## config.mk

```make
export PLATFORM = sky130hd
export DESIGN_NAME = mem_stage_lsu
export DESIGN_NICKNAME = d
export VERILOG_FILES = /design/src/rtl/mem_stage_lsu.sv
export SDC_FILE = /design/constraint.sdc
export NUM_CORES = 1
export LEC_CHECK = 0
export ABC_AREA = 0
export CAP_MARGIN = 10
export CORE_MARGIN = 4
export CORE_UTILIZATION = 43
export DETAILED_ROUTE_END_ITERATION = 8
export GPL_TIMING_DRIVEN = 0
export PLACE_DENSITY_LB_ADDON = 0.08
export SLEW_MARGIN = 5
export SYNTH_ARGS = -nofsm -noshare
export SYNTH_HDL_FRONTEND = slang
export SYNTH_SLANG_ARGS = --single-unit
export TNS_END_PERCENT = 50
```

## constraint.sdc

```tcl
create_clock -name clk -period 2.2 [get_ports clk]
set_input_delay 0.33 -clock clk [delete_from_list [all_inputs] [get_ports clk]]
set_output_delay 0.33 -clock clk [all_outputs]
set_load 0.005 [all_outputs]
```

## src/rtl/mem_stage_lsu.sv

```systemverilog
// mem_stage_lsu: MEM-stage load/store unit driving the data-memory port through an IDLE/ACCESS/DONE FSM.
// Accepts one request per handshake and returns extended load data with a fault flag.
module mem_stage_lsu #(
    parameter int XLEN = 32,
    parameter int TIMEOUT_CYC = 0,
    parameter int RD_W = 5,
    localparam int NB = XLEN / 8,
    localparam int OFS = $clog2(NB)
) (
    input  logic            clk,
    input  logic            rst,
    input  logic            req_valid,
    output logic            req_ready,
    input  logic            req_write,
    input  logic [2:0]      req_funct3,
    input  logic [XLEN-1:0] req_addr,
    input  logic [XLEN-1:0] req_wdata,
    input  logic [RD_W-1:0] req_rd,
    output logic            resp_valid,
    input  logic            resp_ready,
    output logic [XLEN-1:0] resp_rdata,
    output logic [RD_W-1:0] resp_rd,
    output logic            resp_fault,
    output logic            mem_read,
    output logic            mem_write,
    output logic [NB-1:0]   mem_mbe,
    output logic [XLEN-1:0] mem_addr,
    output logic [XLEN-1:0] mem_wdata,
    input  logic            mem_resp,
    input  logic [XLEN-1:0] mem_rdata
);
    typedef enum logic [1:0] {IDLE, ACCESS, DONE} state_t;
    state_t state, state_n;
    logic [31:0] cnt;
    logic [1:0] lg, lg_q;
    logic uns_q, legal, misal, ok, timeout;
    logic [OFS-1:0] ofs, ofs_q;
    logic [NB-1:0] lmask;
    logic [6:0] sh;
    logic [XLEN-1:0] shifted, v, ext;
    logic signed [XLEN-1:0] sv;
    assign lg = req_funct3[1:0];
    assign ofs = req_addr[OFS-1:0];
    assign req_ready = state == IDLE;
    assign resp_valid = state == DONE;
    always_comb begin
        legal = (req_funct3 inside {3'b000, 3'b001, 3'b010, 3'b100, 3'b101}) ||
                (XLEN == 64 && req_funct3 inside {3'b011, 3'b110});
        misal = |(ofs & OFS'((32'd1 << lg) - 32'd1));
        ok = legal && !misal;
        lmask = lg == 2'd0 ? NB'(1) : lg == 2'd1 ? NB'(3) : lg == 2'd2 ? NB'(15) : NB'(255);
        timeout = TIMEOUT_CYC != 0 && cnt == 32'(TIMEOUT_CYC - 1);
        state_n = state == IDLE   ? (req_valid ? (ok ? ACCESS : DONE) : IDLE) :
                  state == ACCESS ? (mem_resp || timeout ? DONE : ACCESS) :
                  state == DONE   ? (resp_ready ? IDLE : DONE) : IDLE;
    end
    // Extension by shifting the field to the top, then back down logically or arithmetically.
    always_comb begin
        shifted = mem_rdata >> {ofs_q, 3'b000};
        sh = 7'(XLEN) - (7'd8 << lg_q);
        v = shifted << sh;
        sv = $signed(v) >>> sh;
        ext = uns_q ? v >> sh : $unsigned(sv);
    end
    always_ff @(posedge clk) begin
        if (!rst) state <= IDLE;
        else state <= state_n;
    end
    always_ff @(posedge clk) begin
        if (!rst) begin
            cnt <= '0;
            lg_q <= '0;
            uns_q <= 1'b0;
            ofs_q <= '0;
            resp_rdata <= '0;
            resp_rd <= '0;
            resp_fault <= 1'b0;
            mem_read <= 1'b0;
            mem_write <= 1'b0;
            mem_mbe <= '0;
            mem_addr <= '0;
            mem_wdata <= '0;
        end else if (state == IDLE && req_valid) begin
            cnt <= '0;
            lg_q <= lg;
            uns_q <= req_funct3[2];
            ofs_q <= ofs;
            resp_rdata <= '0;
            resp_rd <= req_rd;
            resp_fault <= !ok;
            mem_read <= ok && !req_write;
            mem_write <= ok && req_write;
            mem_mbe <= req_write ? lmask << ofs : '0;
            mem_addr <= {req_addr[XLEN-1:OFS], {OFS{1'b0}}};
            mem_wdata <= req_write ? req_wdata << {ofs, 3'b000} : '0;
        end else if (state == ACCESS) begin
            cnt <= cnt + 32'd1;
            if (mem_resp || timeout) begin
                mem_read <= 1'b0;
                mem_write <= 1'b0;
                resp_fault <= !mem_resp;
                resp_rdata <= mem_resp && mem_read ? ext : '0;
            end
        end
    end
endmodule

```

==> impl_metrics.csv <==
group,metric,value,unit
floorplanning,ioPinCount,220,
cts,cts_root_buf,"clkbuf_16",
yosys,yosysWarnings,0,
placed_design,dpl_worst_slack,-0.308,ns
setup_path,regToRegStartpoint,"state[0]$_SDFF_PN0_",
sta,period_share,89.6,%
setup_path,end_kind,"flip-flop",
global_routing,grt_antenna_before_repair,0,
cells_and_area,post-route-util,68.6,%
floorplanning,start_util,44.1,%
yosys,ys_types,54,
cts,cts_tree,"yes",
cells_and_area,area_growth,55.6,%
cells_and_area,seq_area,0.00226,sq mm
floorplanning,die-area,0.0142,sq mm
sta,period_needed,1.97,ns
setup_path,regToRegSetupSlack,0.23,ns
global_routing,grt_pass1_wl,27500,microns
pwr,peakVddDrop,0.438,mV
drt,remaining_drc_errors,0,
sta,max_freq,0.508,GHz
drt,dr.first_iter.drc_count,342,
pwr,leakagePower,2.99,nW
yosys,netlist_instances,581,
cts,clkLatencyLatePin,0.41,ns
setup_path,crit_start,"state[0]$_SDFF_PN0_",
placed_design,hpwl,13200,microns
yosys,syn_area_per_cell,9.12,sq um
sta,clock-skew-final,0.00739,ns
setup_path,crit_slowest_cell,"or2_2",
global_routing,grt_max_degree,17,
sta,rsz0062_at_grt,"no",
global_routing,grt_pass1_vias,5432,
cts,cts_buffers,17,
cells_and_area,nFillCells,963,
pwr,p_per_area,722,mW/mm^2
drt,drt-pass1-iter-count,4,
global_routing,grt.overflow.total,0,
cts,htree_levels,4,
drt,vias,5312,
floorplanning,die_h,119,microns
drt,postRouteAntennaNets,0,
drt,wl,17400,microns
cts,clk_path_buf_depth,2,
setup_path,cp.required,2.55,ns
placed_design,gp_congestion,0.891,
setup_path,worstPathArrival,2.32,ns
sta,worst_pin_slew,0.504,ns
cells_and_area,multi_input_area,0.00280,sq mm
cells_and_area,layout.nets,928,
sta,finalHoldViolCount,0,
cells_and_area,antenna_cells,0,
setup_path,r2r_cells,6,
floorplanning,die_width,119,microns
cts,cts_setup_buffers,0,
setup_path,path_cells,"buf_2 > nand3b_1 > or2_2 > nor2_2 > buf_2 > a32o_1",
drt,via_per_inst,5.44,
floorplanning,core_area,0.0120,sq mm
setup_path,max_stage_delay,0.44,ns
yosys,synth_edf_count,0,
setup_path,worst-path-max-fanout,10,
sta,final_max_slew_viol_count,0,
placed_design,io_buffers,217,
setup_path,critPathMostFrequentCell,"buf_2",
cells_and_area,drive_gt1_share,9.40,%
yosys,synth.yosys.seq_area_share,42.7,%
hold_path,worstHoldPathType,"reg2reg",
setup_path,worstSetupPathType,"reg2reg",
global_routing,grt.total_usage,24.2,%
cells_and_area,final_cell_mix,"clkdlybuf4s50_1, dfxtp_1, nand2_1, a21boi_0, o21ai_0",
sta,setup_viol,0,
yosys,synth-seq-cells,113,
cts,clk_pin_slew,0.05,ns
sta,worst_slack,0.230,ns
setup_path,worstSetupEndpoint,"resp_rdata[23]$_SDFFE_PP0P_",
status,status,"finished clean",
floorplanning,rows,40,
cts,clock_sinks,113,
yosys,syn_area,0.00530,sq mm
sta,relSlewSlack,66.4,%
setup_path,worstSetupStartpointType,"flip-flop",
drt,routedWlPerCell,17.8,microns
setup_path,r2r_end,"resp_rdata[23]$_SDFFE_PP0P_",
sta,setup_tns,0,ns
cells_and_area,final_common_cell,"clkdlybuf4s50_1",
job,cap_violations,0,
yosys,postSynth.asyncResetShare,0,%
yosys,ys.flop_type,"dfxtp_1",
==> cells in the mapped netlist (all sizes together), types with 2 or more instances <==
master | number | share of area, %
inv | 2 | 0.14
a21oi | 21 | 2.1
mux2i | 31 | 5.9
a32oi | 9 | 1.5
and2 | 2 | 0.24
o21a | 3 | 0.45
mux2 | 2 | 0.43
mux4 | 9 | 3.8
clkbuf | 24 | 1.7
a21o | 2 | 0.28
nor2 | 19 | 1.5
a211oi | 5 | 0.71
nor3b | 6 | 0.94
o31a | 3 | 0.50
a22oi | 15 | 2.2
o2bb2ai | 4 | 0.66
o31ai | 2 | 0.28
nor3 | 10 | 1.0
a21boi | 43 | 6.1
o22ai | 5 | 0.71
o21ai | 33 | 3.1
nand2 | 107 | 7.7
buf | 25 | 2.8
a32o | 6 | 1.1
nor2b | 31 | 3.8
a221oi | 9 | 1.7
a22o | 18 | 3.0
dfxtp | 113 | 43
or2 | 7 | 0.83
a211o | 3 | 0.50
nand2b | 4 | 0.47
==> flip-flops by register name, indices dropped and copies added (netlist names) <==
signal and cells:
lg_q 2, mem_addr 30, mem_mbe 4, mem_read 1, mem_wdata 32, mem_write 1, ofs_q 2, resp_fault 1
resp_rd 5, resp_rdata 32, state 2, uns_q 1
==> worst min-delay path by stage <==
stage,cells after the start,to,slack [ns],startpoint
after floorplan,2,mem_wdata[23]$_SDFFE_PN0P_,0.45,mem_wdata[23]$_SDFFE_PN0P_
after global placement,2,mem_mbe[1]$_SDFFE_PN0P_,0.44,mem_mbe[1]$_SDFFE_PN0P_
after detailed placement,1,mem_mbe[0]$_SDFFE_PN0P_,0.44,mem_mbe[0]$_SDFFE_PN0P_
after CTS,1,mem_mbe[0]$_SDFFE_PN0P_,0.45,mem_mbe[0]$_SDFFE_PN0P_
after global routing,1,mem_mbe[0]$_SDFFE_PN0P_,0.47,mem_mbe[0]$_SDFFE_PN0P_
final,1,mem_mbe[0]$_SDFFE_PN0P_,0.45,mem_mbe[0]$_SDFFE_PN0P_
==> layout make-up <==
type	instances	share of cell area, %
clock inverters	6	1.27
plain buffers	49	2.90
clock buffers	25	5.77
multi-input cells	417	33.9
inverters	3	0.137
flip-flops and latches	113	27.4
well taps	147	2.23
repair buffers	217	26.3
==> logic make-up (layout without fill, tap and decap cells) <==
family	after synthesis	count (layout)	share of synthesized area [%]
other	1	2	0.0708
multiplexers	42	42	10.1
flip-flops	113	113	42.7
XOR/XNOR	1	1	0.165
AO/OA/AOI/OAI	182	182	25.1
buffers and inverters	52	300	4.70
AND/OR/NAND/NOR	190	190	17.2
==> repair_timing <==
item	in CTS	in global routing
hold buffers	0	0
resized for setup	0	3
endpoints found under the hold margin	0	0
setup endpoints to repair	0	10
==> per-stage QoR <==
stage,instance area (sq um),instances,power [mW],hold slack [ns]
floorplan,5300,582,2.73,0.447
global placement,7660,946,3.25,0.436
detailed placement,7660,946,3.27,0.443
CTS,8240,977,5.99,0.450
global route,8250,977,6.18,0.471
finish,8250,977,5.95,0.449
==> per-layer routing <==
layer | global-route usage (%) | vias to the layer above | share of wire [%]
met5 | 0 | - | 0
met4 | 11.2 | 0 | 3.1
met3 | 9.12 | 43 | 8.3
met2 | 41.2 | 207 | 49
met1 | 26.7 | 2493 | 40
li1 | - | 2569 | -
==> worst max-delay path, delay by kind of cell (launching register included) <==
kind / cells / cell delay (ns)
flops: 1 / 0.30
buf+inv: 2 / 0.44
compound gates: 1 / 0.18
simple gates: 3 / 0.99
==> report_power, final <==
part | switching [mW] | internal (mW)
clock network | 0.888 | 1.82
logic | 0.508 | 0.551
registers | 0.0461 | 2.13
total | 1.44 | 4.51
No activity file was read; power rests on OpenSTA's default activity.
